File: config.mk
export PLATFORM = sky130hd
export DESIGN_NAME = fifo_byte_ptr_ctrl
export DESIGN_NICKNAME = d
export VERILOG_FILES = /design/src/rtl/fifo_byte_ptr_ctrl.sv
export SDC_FILE = /design/constraint.sdc
export NUM_CORES = 1
export LEC_CHECK = 0
export ABC_CLOCK_PERIOD_IN_PS = 2100
export BUFFER_PORTS_ARGS = -buffer_cell sky130_fd_sc_hd__buf_2
export CAP_MARGIN = 20
export CELL_PAD_IN_SITES_DETAIL_PLACEMENT = 0
export CELL_PAD_IN_SITES_GLOBAL_PLACEMENT = 1
export CORE_AREA = 3 3 53 55
export CTS_CLUSTER_SIZE = 30
export DETAILED_ROUTE_END_ITERATION = 8
export DIE_AREA = 0 0 56 58
export HOLD_SLACK_MARGIN = 0.05
export PLACE_DENSITY = 0.76
export SLEW_MARGIN = 10
export SYNTH_ARGS = -nofsm -noshare
export SYNTH_HDL_FRONTEND = slang
export SYNTH_SLANG_ARGS = --single-unit
File: constraint.sdc
create_clock -name CLK -period 2.1 [get_ports CLK]
set_clock_uncertainty 0.05 [all_clocks]
set_input_delay 0.315 -clock CLK [delete_from_list [all_inputs] [get_ports CLK]]
set_output_delay 0.315 -clock CLK [all_outputs]
set_load 0.05 [all_outputs]
File: src/rtl/fifo_byte_ptr_ctrl.sv
// fifo_byte_ptr_ctrl: byte/long pointers and INCFIFO/DECFIFO pulses
// Optional macro FIFO_WORD_XFER_EN adds 16-bit WORD_STB transfers
module fifo_byte_ptr_ctrl #(
  parameter int PTR_W = 3
) (
  input  logic             CLK,
  input  logic             RST_FIFO_,
  input  logic             DMADIR,
  input  logic             BYTE_STB,
`ifdef FIFO_WORD_XFER_EN
  input  logic             WORD_STB,
`endif
  input  logic             LONG_STB,
  input  logic             FLUSH,
  input  logic             FIFOFULL,
  input  logic             FIFOEMPTY,
  output logic             INCFIFO,
  output logic             DECFIFO,
  output logic [PTR_W-1:0] WRITE_PTR,
  output logic [PTR_W-1:0] READ_PTR,
  output logic [1:0]       BO,
  output logic [3:0]       BYTE_LANE,
  output logic             BYTE_RDY,
  output logic             LONG_RDY,
  output logic             FLUSHED,
  output logic             OVR
);

  localparam logic [PTR_W-1:0] PTR_ONE = PTR_W'(1);

  logic       inc_pend;
  logic       dec_pend;
  logic       flush_pend;
  logic       flush_wait;
  logic       dir_q;

  logic       inc_blk;
  logic       dec_blk;
  logic       in_rdy;
  logic       out_rdy;
  logic       word_stb;
  logic       byte_acc;
  logic       word_acc;
  logic       word_bad;
  logic       side_acc;
  logic       side_wrap;
  logic       long_acc;
  logic [1:0] bo_nxt;
  logic       flush_req;
  logic       flush_go;
  logic       flush_inc;
  logic       inc_new;
  logic       dec_new;
  logic       inc_req;
  logic       dec_req;
  logic       idle;
  logic       go_inc;
  logic       go_dec;
  logic       dir_bad;
  logic       ovr_set;

`ifdef FIFO_WORD_XFER_EN
  assign word_stb = WORD_STB;
`else
  assign word_stb = 1'b0;
`endif

  assign inc_blk = inc_pend | INCFIFO;
  assign dec_blk = dec_pend | DECFIFO;
  assign in_rdy  = ~FIFOFULL & ~inc_blk;
  assign out_rdy = ~FIFOEMPTY & ~dec_blk;

  assign BYTE_RDY = DMADIR ? out_rdy : in_rdy;
  assign LONG_RDY = DMADIR ? in_rdy : out_rdy;

  assign byte_acc = BYTE_STB & BYTE_RDY & ~word_stb;
  assign word_acc = word_stb & BYTE_RDY & ~BO[0]
                  & ~BYTE_STB;
  assign word_bad = word_stb
                  & (~BYTE_RDY | BO[0] | BYTE_STB);
  assign side_acc = byte_acc | word_acc;
  assign long_acc = LONG_STB & LONG_RDY;

  assign bo_nxt    = BO + (word_acc ? 2'd2 : 2'd1);
  assign side_wrap = side_acc & (bo_nxt == 2'd0);

  assign flush_req = (FLUSH | flush_pend) & ~DMADIR;
  assign flush_go  = flush_req & ~inc_blk & ~side_acc;
  assign flush_inc = flush_go & (BO != 2'd0);

  assign inc_new = DMADIR ? long_acc
                          : (side_wrap | flush_inc);
  assign dec_new = DMADIR ? side_wrap : long_acc;

  assign inc_req = inc_pend | inc_new;
  assign dec_req = dec_pend | dec_new;
  assign idle    = ~INCFIFO & ~DECFIFO;
  assign go_inc  = idle & inc_req
                 & ~(dec_pend & ~inc_pend);
  assign go_dec  = idle & dec_req & ~go_inc;

  assign dir_bad = (DMADIR != dir_q)
                 & ((BO != 2'd0) | inc_pend | dec_pend);
  assign ovr_set = (BYTE_STB & ~BYTE_RDY & ~word_stb)
                 | (LONG_STB & ~LONG_RDY)
                 | word_bad
                 | dir_bad;

  // lane of the byte or word moved this cycle
  always_comb begin
    BYTE_LANE = 4'b0000;
    unique case (1'b1)
      byte_acc: BYTE_LANE = 4'b1000 >> BO;
      word_acc: BYTE_LANE = 4'b1100 >> BO;
      default:  BYTE_LANE = 4'b0000;
    endcase
  end

  // pointers, byte offset, pulse arbitration and flush tracking
  always_ff @(posedge CLK or negedge RST_FIFO_) begin
    if (!RST_FIFO_) begin
      INCFIFO    <= 1'b0;
      DECFIFO    <= 1'b0;
      inc_pend   <= 1'b0;
      dec_pend   <= 1'b0;
      WRITE_PTR  <= '0;
      READ_PTR   <= '0;
      BO         <= 2'd0;
      flush_pend <= 1'b0;
      flush_wait <= 1'b0;
      FLUSHED    <= 1'b0;
      OVR        <= 1'b0;
      dir_q      <= 1'b0;
    end else begin
      INCFIFO  <= go_inc;
      DECFIFO  <= go_dec;
      inc_pend <= inc_req & ~go_inc;
      dec_pend <= dec_req & ~go_dec;
      if (inc_new)
        WRITE_PTR <= WRITE_PTR + PTR_ONE;
      if (dec_new)
        READ_PTR <= READ_PTR + PTR_ONE;
      if (side_acc)
        BO <= bo_nxt;
      else if (flush_go)
        BO <= 2'd0;
      flush_pend <= flush_req & ~flush_go;
      if (flush_inc)
        flush_wait <= 1'b1;
      else if (INCFIFO)
        flush_wait <= 1'b0;
      FLUSHED <= (flush_go & ~flush_inc)
               | (flush_wait & INCFIFO);
      OVR     <= OVR | ovr_set;
      dir_q   <= DMADIR;
    end
  end

endmodule
==> results.txt, run 1 <==
Outcome - complete, no violations
Site Rows - 18
Clock tree sinks - 17
Critical path startpoint - INCFIFO
Die Height - 58 um
Syn avg cell area - 10.3 um2
Worst EP arrival - 1.62 ns
RSZ-0062 raised after global routing - false
Die Wd - 56 um
PwrDens - 1560 nW/um2
GRT overflow - 0
Core area - 2430 um2
Drt via density - 5.04
Pin count of the biggest net entering global routing - 18
Critical path fanouts, max - 4
Type of the most critical hold path - in -> reg
Leak pwr - 0.584 nW
Worst EP required - 1.74 ns
CTS tree - yes
Final setup fails - 0
Root buffer cell - clkbuf_4
Initial DRC count - 8
Residual DRC - 0
Count of final hold-check violations - 0
Max-Slew Margin vs Limit - 68.5%
Initial Util - 37.4%
Fin Setup TNS - 0 ns
#FFs+latches synth - 17
Slew Limit Fails - 0
Count of cell types in the netlist - 31
Final period utilization - 94.4%
Vias in the first global route - 778
Drt wl/cell - 12.8 um
Layout cells sized above 1 - 45.1%
Synth Instances - 88
CP Launch Type - flip-flop
Final wirelength - 1940 um
Number of diodes - 0
Skew-Pair Late Insertion Delay - 0.29 ns
I/O Pins - 26
Final antenna-violating net count - 0
Buffers on Ports - 25
Post-Route Utilization - 48.9%
Final GP Congestion - 0.736
H-tree levels - 1
Post-Synthesis Cell Area - 910 um2
Crit Path Class - reg -> out
VDD IR max - 0.000936 V
Clock tree buffer depth - 2
Yosys warning count - 0
First-pass GRT wire length - 3480 um
Antenna violations before repair - 0
Post-synthesis sequential area ratio - 46.8%
DRT Pass-1 Iters - 4
Tmin final - 1.98 ns
Nets - 137
Min-delay src - DMADIR
HPWL Detailed - 1500 um
Path depth of the worst reg2reg path - 5
Worst-margin pin slew - 0.473 ns
DR vias - 766
GRT Total Usage - 13.8%
Min-Delay Path Depth - 1
Die area - 3250 um2
RR Startpoint - INCFIFO
Max Cap Viol - 0
Num CTS Buffers - 3
Area grow syn2layout - 30.8%
Synthesized Nets - 102
Critical path capture point type - output port
Fmax - 505 MHz
Worst-path clk slew - 0.10 ns
## kinds of logic after synthesis
family / Yosys count / synth area share [%]
compound gates: 15 / 11.7
xor+xnor: 5 / 4.81
fa+ha+maj: 6 / 8.25
buf+inv: 9 / 4.54
flops: 17 / 46.8
mux: 5 / 6.19
simple gates: 31 / 17.7
## worst max-delay path, cell delays in order, from the launching register on
cell and delay [ns]:
dfrtp_2 0.44, nor3_4 0.26, mux2i_2 0.14, nand2b_1 0.21, nor2_4 0.09, buf_4 0.19
## layout make-up
| cell class | instances | area, um2 |
|---|---|---|
| Fill cell | 241 | 1240 |
| Multi-Input combinational cell | 62 | 482 |
| Sequential cell | 17 | 430 |
| Timing Repair Buffer | 31 | 183 |
| Tap cell | 30 | 37.5 |
| Inverter | 8 | 30.0 |
| Clock buffer | 3 | 22.5 |
| Clock inverter | 1 | 5.00 |
## layout by cell type (no fill, tap or decap), drive strengths merged, types with 2 or more instances in the layout
master	count
a211oi	2
a21oi	3
a22oi	2
and2	4
buf	29
clkbuf	4
dfrtp	17
ha	6
inv	8
mux2	2
mux2i	3
nand2	9
nand2b	2
nor2	6
nor3	4
o21ai	3
or4	2
xnor2	4
## cell usage after synthesis (all sizes together)
master / n / area (um2)
dfrtp: 17 / 425
nand2: 9 / 33.8
inv: 8 / 30.0
ha: 6 / 75.1
nor2: 6 / 22.5
and2: 4 / 25.0
nor3: 4 / 25.0
xnor2: 4 / 35.0
a21oi: 3 / 18.8
mux2i: 3 / 30.0
o21ai: 3 / 15.0
a211oi: 2 / 15.0
a22oi: 2 / 15.0
mux2: 2 / 26.3
nand2b: 2 / 12.5
or4: 2 / 16.3
a21o: 1 / 8.76
a311oi: 1 / 8.76
a31o: 1 / 8.76
and2b: 1 / 8.76
buf: 1 / 11.3
nand3: 1 / 5.00
nor2b: 1 / 6.26
o31ai: 1 / 7.51
o41ai: 1 / 8.76
or3: 1 / 6.26
xor2: 1 / 8.76
## sequential cells by signal (all words and copies together), names as in the netlist
| signal | flops |
|---|---|
| READ_PTR | 3 |
| WRITE_PTR | 3 |
| BO | 2 |
| DECFIFO | 1 |
| FLUSHED | 1 |
| INCFIFO | 1 |
| OVR | 1 |
| dec_pend | 1 |
| dir_q | 1 |
| flush_pend | 1 |
| flush_wait | 1 |
| inc_pend | 1 |
## metrics by stage
step                      hold WS (ns)  std cells  instance area, um2  power, mW  setup slack (ns)
after global routing             0.189        152                1190       2.01           0.00305
after CTS                        0.198        152                1170       1.86           0.00339
after detailed placement         0.211        145                1110       1.65             0.147
after floorplan                -0.0306         88                 933       1.38            0.0493
final                            0.209        152                1190       1.86             0.118
after global placement           0.216        145                1110       1.63             0.148
## metal layers
layer	wire length, um	vias to the layer above	track usage, %	part of all wire [%]
li1	-	373	-	-
met1	873	366	16.8	45
met2	936	22	23.2	48
met3	94	5	2.45	4.8
met4	38	0	7.46	2.0
met5	0	-	0	0
## timing repair
item / 4_1_cts / 5_1_grt
resized for setup: 5 / 5
setup buffers: 2 / 0
hold endpoints to repair: 17 / 0
hold buffers: 1 / 0
cloned: 0 / 0
pin swaps: 0 / 1
setup endpoints to repair: 5 / 5
## final timing paths
path / end / slack (ns)
max: BYTE_LANE[3] / 0.12
min: dir_q / 0.21
max reg2reg: WRITE_PTR[1] / 0.15
min reg2reg: READ_PTR[2] / 0.43
max in group asynchronous: BO[0] / 1.30
min in group asynchronous: FLUSHED / 0.41
## where the power goes
part	switching [mW]	total, mW	internal, mW	leakage, nW
clock network	0.108	0.179	0.0709	0.0177
registers	0.127	0.587	0.459	0.205
logic	0.739	1.09	0.354	0.362
Note: power is estimated with default switching activity, not from simulation.
==> run 2, diff against run 1 <==
--- a/config.mk
+++ b/config.mk
@@ -5,17 +5,17 @@
 export SDC_FILE = /design/constraint.sdc
 export NUM_CORES = 1
 export LEC_CHECK = 0
-export ABC_CLOCK_PERIOD_IN_PS = 2100
+export ABC_CLOCK_PERIOD_IN_PS = 2500
 export BUFFER_PORTS_ARGS = -buffer_cell sky130_fd_sc_hd__buf_2
 export CAP_MARGIN = 20
 export CELL_PAD_IN_SITES_DETAIL_PLACEMENT = 0
 export CELL_PAD_IN_SITES_GLOBAL_PLACEMENT = 1
-export CORE_AREA = 3 3 53 55
+export CORE_AREA = 3 3 52 54
 export CTS_CLUSTER_SIZE = 30
 export DETAILED_ROUTE_END_ITERATION = 8
-export DIE_AREA = 0 0 56 58
+export DIE_AREA = 0 0 55 57
 export HOLD_SLACK_MARGIN = 0.05
-export PLACE_DENSITY = 0.76
+export PLACE_DENSITY = 0.78
 export SLEW_MARGIN = 10
 export SYNTH_ARGS = -nofsm -noshare
 export SYNTH_HDL_FRONTEND = slang
==> constraint.sdc (replaced) <==
create_clock -name CLK -period 2.5 [get_ports CLK]
set_clock_uncertainty 0.05 [all_clocks]
set_input_delay 0.375 -clock CLK [delete_from_list [all_inputs] [get_ports CLK]]
set_output_delay 0.375 -clock CLK [all_outputs]
set_load 0.05 [all_outputs]
==> run 2 against run 1 <==
  * Setup slack gained 0.050 ns
  * Routed wire length rose by 0.26%
  * Global-route usage grew 0.63 points
  * Utilization is 0.25 points higher
  * Register-to-register slack better by 0.29 ns
  * Sequential share of layout area is 2.2 points higher
  * Combinational power shrank 22%
  * Power shrank 20%
  * Cell area is 6.8% lower
==> results.txt, run 2 (synthesis results as in run 1) <==
Outcome - complete, no violations
Commonest cells after routing, fill and taps aside - buf_2, dfrtp_1, nand2_1
Buffers on Ports - 25 (unchanged)
Worst EP required - 2.08 ns (+0.34 ns)
Final WS setup - 0.168 ns (+0.0501 ns)
HPWL Detailed - 1530 um (+2.2%)
Flop2flop setup slack - 0.44 ns (+0.29 ns)
Pre-CTS setup slack - 0.311 ns (+0.163 ns)
GRT overflow - 0 (unchanged)
Crit path buf inv count - 1 (unchanged)
Residual DRC - 0 (unchanged)
Final instance area - 1110 um2 (-6.8%)
Final GP Congestion - 0.718 (-2.4%)
Top delay family on crit path - simple AND/OR/NAND/NOR gates
Final antenna-violating net count - 0 (unchanged)
Sw Ratio - 53.4% (+0.94 points)
Final wirelength - 1950 um (+0.26%)
Final hold slack - 0.273 ns (+0.0633 ns)
Worst-path clk slew - 0.09 ns (about the same)
Clock tree buffer depth - 2 (unchanged)
Pin count of the biggest net entering global routing - 18 (unchanged)
First-pass GRT wire length - 3210 um (-7.9%)
Max Cap Viol - 0 (unchanged)
Antenna violations before repair - 0 (unchanged)
Flop pwr share - 33.6% (+2.0 points)
VDD IR max - 0.000684 V (-27%)
I/O Pins - 26 (unchanged)
CP max stage cell - dfrtp_1
Post-CTS setup buffers - 0 (-2)
H-tree levels - 1 (unchanged)
Critical path fanouts, max - 9 (+5)
Crit path largest cell delay - 0.51 ns (+0.07 ns)
Root buffer cell - clkbuf_4
Tmin final - 2.33 ns
Initial Util - 40.3% (+2.9 points)
Top flop regs - READ_PTR x3, WRITE_PTR x3, BO x2
WP depth - 5 (unchanged)
Core area - 2250 um2 (-7.3%)
Site Rows - 17 (-1)
Number of diodes - 0 (unchanged)
Layout cells sized above 1 - 32.5% (-13 points)
Die area - 3140 um2 (-3.5%)
Path depth of the worst reg2reg path - 6 (+1)
Area grow syn2layout - 21.9%
Clock tree sinks - 17 (unchanged)
Die Height - 57 um (-1.7%)
Slew Limit Fails - 0 (unchanged)
Initial DRC count - 13 (+5)
Final setup fails - 0 (unchanged)
Type of the most critical hold path - in -> reg
Critical path capture point type - output port
CTS tree - yes
Drt wl/cell - 13.4 um (+5.1%)
DR vias - 723 (-5.6%)
Nets - 132 (-3.6%)
Most common cell after layout, fill and taps aside - buf_2
Net Sw Power - 796 uW (-18%)
Max-Slew Margin vs Limit - 70.5% (+2.0 points)
Worst-margin pin slew - 0.443 ns (-0.0300 ns)
Worst EP arrival - 1.91 ns (+0.29 ns)
Count of final hold-check violations - 0 (unchanged)
Drt via density - 4.99 (-1.1%)
Skew-Pair Late Insertion Delay - 0.28 ns (about the same)
Die Wd - 55 um (-1.8%)
Combinational Power Share - 56.9% (-1.9 points)
PwrDens - 1340 nW/um2 (-14%)
Fmax - 429 MHz
Area after DPL - 1060 um2 (-4.2%)
Clock Power Share - 9.5% (about the same)
Fin Setup TNS - 0 ns (unchanged)
Num CTS Buffers - 3 (unchanged)
Vias in the first global route - 696 (-11%)
Cell Int Power - 695 uW (-21%)
RSZ-0062 raised after global routing - false
Final period utilization - 93.3%
GRT Total Usage - 14.4% (+0.63 points)
Leak pwr - 0.558 nW (-4.4%)
Min-Delay Path Depth - 1 (unchanged)
Critical-path cell list - nor3_4 > mux2i_1 > nand2b_1 > nor2_2 > buf_2
DRT Pass-1 Iters - 4 (unchanged)
Crit Path Class - reg -> out
CP Launch Type - flip-flop
==> run 2: path summary, 6_finish.rpt <==
path                             startpoint      endpoint
worst min-delay path                 DMADIR         dir_q
max in group asynchronous         RST_FIFO_  WRITE_PTR[1]
min in group asynchronous         RST_FIFO_         BO[0]
worst min register to register  READ_PTR[2]   READ_PTR[2]
worst max-delay path                INCFIFO  BYTE_LANE[3]
worst max register to register        BO[0]  WRITE_PTR[1]
==> run 2: power by group through the flow <==
stage | registers (mW) | clock network (mW) | logic [mW]
3_5_place_dp | 0.501 | 0 | 0.852
6_report | 0.500 | 0.142 | 0.848
5_1_grt | 0.521 | 0.158 | 0.919
3_3_place_gp | 0.489 | 0 | 0.839
2_1_floorplan | 0.763 | 0 | 0.379
4_1_cts | 0.498 | 0.150 | 0.858
==> run 2: worst register-to-register path, stage by stage, from the launching register on <==
cell and delay (ns):
dfrtp_1 0.46, inv_1 0.10, ha_1 0.24, or4_1 0.42, nor3_2 0.23, a21oi_2 0.13, mux2_4 0.32
==> run 2: area by class of cell <==
| class | count | area, um2 |
|---|---|---|
| clock buffers | 4 | 26.3 |
| fillers | 239 | 1150 |
| inverters | 8 | 30.0 |
| multi-input cells | 62 | 457 |
| flip-flops and latches | 17 | 425 |
| well taps | 28 | 35.0 |
| repair buffers | 26 | 135 |
==> run 2: per-stage QoR <==
| stage | instances | power [mW] | utilization [%] |
|---|---|---|---|
| 5_1_grt | 145 | 1.60 | 49.2 |
| 4_1_cts | 145 | 1.51 | 48.9 |
| 2_1_floorplan | 88 | 1.14 | - |
| 3_5_place_dp | 140 | 1.35 | 47.1 |
| 6_report | 145 | 1.49 | 49.2 |
| 3_3_place_gp | 140 | 1.33 | 47.1 |
==> run 2: what timing repair did <==
item                                    CTS  global route
endpoints found under the setup margin    3             3
pin swaps                                 0             0
hold buffers                              1             0
resized for setup                         1             1
endpoints found under the hold margin    17             0
==> run 2: routing by layer <==
metal / global-route usage, % / vias up / part of all wire (%) / routed length, um
met5: 0 / - / 0 / 0
met4: 6.25 / 0 / 1.4 / 28
met3: 3.13 / 4 / 7.4 / 144
met2: 21.8 / 27 / 48 / 934
met1: 19.5 / 334 / 43 / 841
li1: - / 358 / - / -
==> run 3, diff against run 2 <==
--- a/config.mk
+++ b/config.mk
@@ -10,13 +10,13 @@
 export CAP_MARGIN = 20
 export CELL_PAD_IN_SITES_DETAIL_PLACEMENT = 0
 export CELL_PAD_IN_SITES_GLOBAL_PLACEMENT = 1
-export CORE_AREA = 3 3 52 54
+export CORE_AREA = 8 8 57 59
 export CTS_CLUSTER_SIZE = 30
 export DETAILED_ROUTE_END_ITERATION = 8
-export DIE_AREA = 0 0 55 57
+export DIE_AREA = 0 0 65 67
 export HOLD_SLACK_MARGIN = 0.05
 export PLACE_DENSITY = 0.78
-export SLEW_MARGIN = 10
+export SLEW_MARGIN = 20
 export SYNTH_ARGS = -nofsm -noshare
 export SYNTH_HDL_FRONTEND = slang
 export SYNTH_SLANG_ARGS = --single-unit
==> run 3 against run 2 <==
  * Worst hold slack worse by 0.0044 ns
  * Register-to-register slack gained 0.03 ns
  * Via count decreased by 0.69%
  * Maximum frequency is 0.88% higher
  * Non-clock buffer count unchanged
  * Die area rose by 39%
  * First-iteration DRC count rose by 120%
  * Critical path type unchanged
  * Largest cell class unchanged
==> results.txt, run 3 (synthesis results as in run 1) <==
RSZ-0062 raised after global routing - false
Final wirelength - 2020 um (+3.8%)
Skew-Pair Late Insertion Delay - 0.30 ns (+0.02 ns)
Critical path startpoint - INCFIFO
Residual DRC - 0 (unchanged)
Fin Setup TNS - 0 ns (unchanged)
Site Rows - 18 (+1)
GRT overflow - 0 (unchanged)
GRT Total Usage - 9.82% (-4.6 points)
Path depth of the worst reg2reg path - 6 (unchanged)
Clock Power Share - 9.9% (+0.4 points)
Final setup fails - 0 (unchanged)
Commonest cells after routing, fill and taps aside - buf_2, dfrtp_1, nand2_1
RR Startpoint - BO[0]
Layout cells sized above 1 - 33.3% (+0.85 points)
Die Height - 67 um (+18%)
Tmin final - 2.31 ns (-0.0203 ns)
Initial DRC count - 28 (+15)
CP Launch Type - flip-flop
Final period utilization - 92.5% (-0.81 points)
Die area - 4360 um2 (+39%)
Initial Util - 38.5% (-1.9 points)
DRT Pass-1 Iters - 4 (unchanged)
Worst-path clk slew - 0.10 ns (about the same)
Reg-to-Reg End - WRITE_PTR[1]
Post-CTS setup buffers - 0 (unchanged)
Cell Int Power - 695 uW (about the same)
Crit Path Class - reg -> out
Root buffer cell - clkbuf_4
VDD IR max - 0.000841 V (+23%)
Flop pwr share - 33.1% (-0.5 points)
Vias in the first global route - 773 (+11%)
Type of the most critical hold path - in -> reg
Worst EP required - 2.08 ns (about the same)
Worst EP arrival - 1.89 ns (-0.02 ns)
Critical path capture point type - output port
HPWL Detailed - 1570 um (+2.5%)
Count of final hold-check violations - 0 (unchanged)
Final antenna-violating net count - 0 (unchanged)
Net Sw Power - 800 uW (+0.62%)
Final GP Congestion - 0.718 (unchanged)
PwrDens - 1340 nW/um2 (-0.23%)
Clock tree sinks - 17 (unchanged)
Final hold slack - 0.268 ns (-0.00435 ns)
DR vias - 718 (-0.69%)
Drt wl/cell - 13.8 um (+2.4%)
Critical path fanouts, max - 9 (unchanged)
CTS tree - yes
Slew Limit Fails - 0 (unchanged)
Outcome - complete, no violations
H-tree levels - 1 (unchanged)
Num CTS Buffers - 3 (unchanged)
Top flop regs - READ_PTR x3, WRITE_PTR x3, BO x2
Buffers on Ports - 25 (unchanged)
Flop2flop setup slack - 0.47 ns (+0.03 ns)
Pin count of the biggest net entering global routing - 18 (unchanged)
Number of diodes - 0 (unchanged)
Area grow syn2layout - 22.6%
Nets - 132 (unchanged)
Fmax - 433 MHz (+0.88%)
Total power - 1.50 mW (+0.33%)
Drt via density - 4.88 (-2.0%)
Antenna violations before repair - 0 (unchanged)
Max-Slew Margin vs Limit - 70.4% (-0.084 points)
Core area - 2360 um2 (+4.9%)
Die Wd - 65 um (+18%)
Combinational Power Share - 57.0% (about the same)
Worst-margin pin slew - 0.444 ns (+0.00126 ns)
Leak pwr - 0.561 nW (+0.41%)
Max Cap Viol - 0 (unchanged)
Critical Path End - BYTE_LANE[3]
I/O Pins - 26 (unchanged)
Most common cell after layout, fill and taps aside - buf_2
Sw Ratio - 53.5% (+0.15 points)
First-pass GRT wire length - 3430 um (+6.9%)
Clock tree buffer depth - 2 (unchanged)
==> run 3: power by group through the flow <==
stage	combinational [mW]	clock, mW	sequential [mW]
floorplan	0.379	0	0.763
global placement	0.846	0	0.488
detailed placement	0.852	0	0.496
CTS	0.858	0.156	0.492
global route	0.926	0.169	0.511
finish	0.852	0.149	0.495
==> run 3: final cells by class <==
cell class,instances,area [um2]
multi-input combinational,62,457
timing repair buffer,26,138
clock buffer,3,22.5
sequential,17,425
tap,30,37.5
inverter,8,30.0
fill,242,1250
clock inverter,1,5.00
==> run 3: timing repair <==
item | in CTS | in global routing
setup endpoints to repair | 3 | 3
hold endpoints to repair | 17 | 0
cloned | 0 | 0
resized for setup | 1 | 2
hold buffers | 1 | 0
==> run 3: worst min-delay path by stage <==
| stage | startpoint | end | slack, ns | cells after the start |
|---|---|---|---|---|
| 2_1_floorplan | RST_FIFO_ | BO[0] | 0.03 | 0 |
| 3_3_place_gp | RST_FIFO_ | FLUSHED | 0.27 | 1 |
| 5_1_grt | DMADIR | dir_q | 0.27 | 1 |
| 3_5_place_dp | RST_FIFO_ | FLUSHED | 0.27 | 1 |
| 6_report | DMADIR | dir_q | 0.27 | 1 |
| 4_1_cts | DMADIR | dir_q | 0.26 | 1 |
==> run 3: worst max-delay path: stages (launching register included) <==
cell      delay [ns]
dfrtp_1         0.50
nor3_4          0.27
mux2i_1         0.19
nand2b_1        0.29
nor2_2          0.11
clkbuf_4        0.23
==> run 3: per-stage QoR <==
step / std cells / utilization, % / cell area (um2) / setup WS, ns
2_1_floorplan: 88 / - / 912 / 0.165
3_3_place_gp: 142 / 45.0 / 1060 / 0.384
3_5_place_dp: 142 / 45.0 / 1060 / 0.283
4_1_cts: 147 / 46.8 / 1110 / 0.0874
5_1_grt: 147 / 47.1 / 1110 / 0.0175
6_report: 147 / 47.1 / 1110 / 0.188
==> run 3: routing by layer <==
metal | global-route usage (%) | routed length [um]
met3 | 3.02 | 160
met2 | 16.8 | 939
met1 | 11.4 | 900
met4 | 3.27 | 23
met5 | 0 | 0
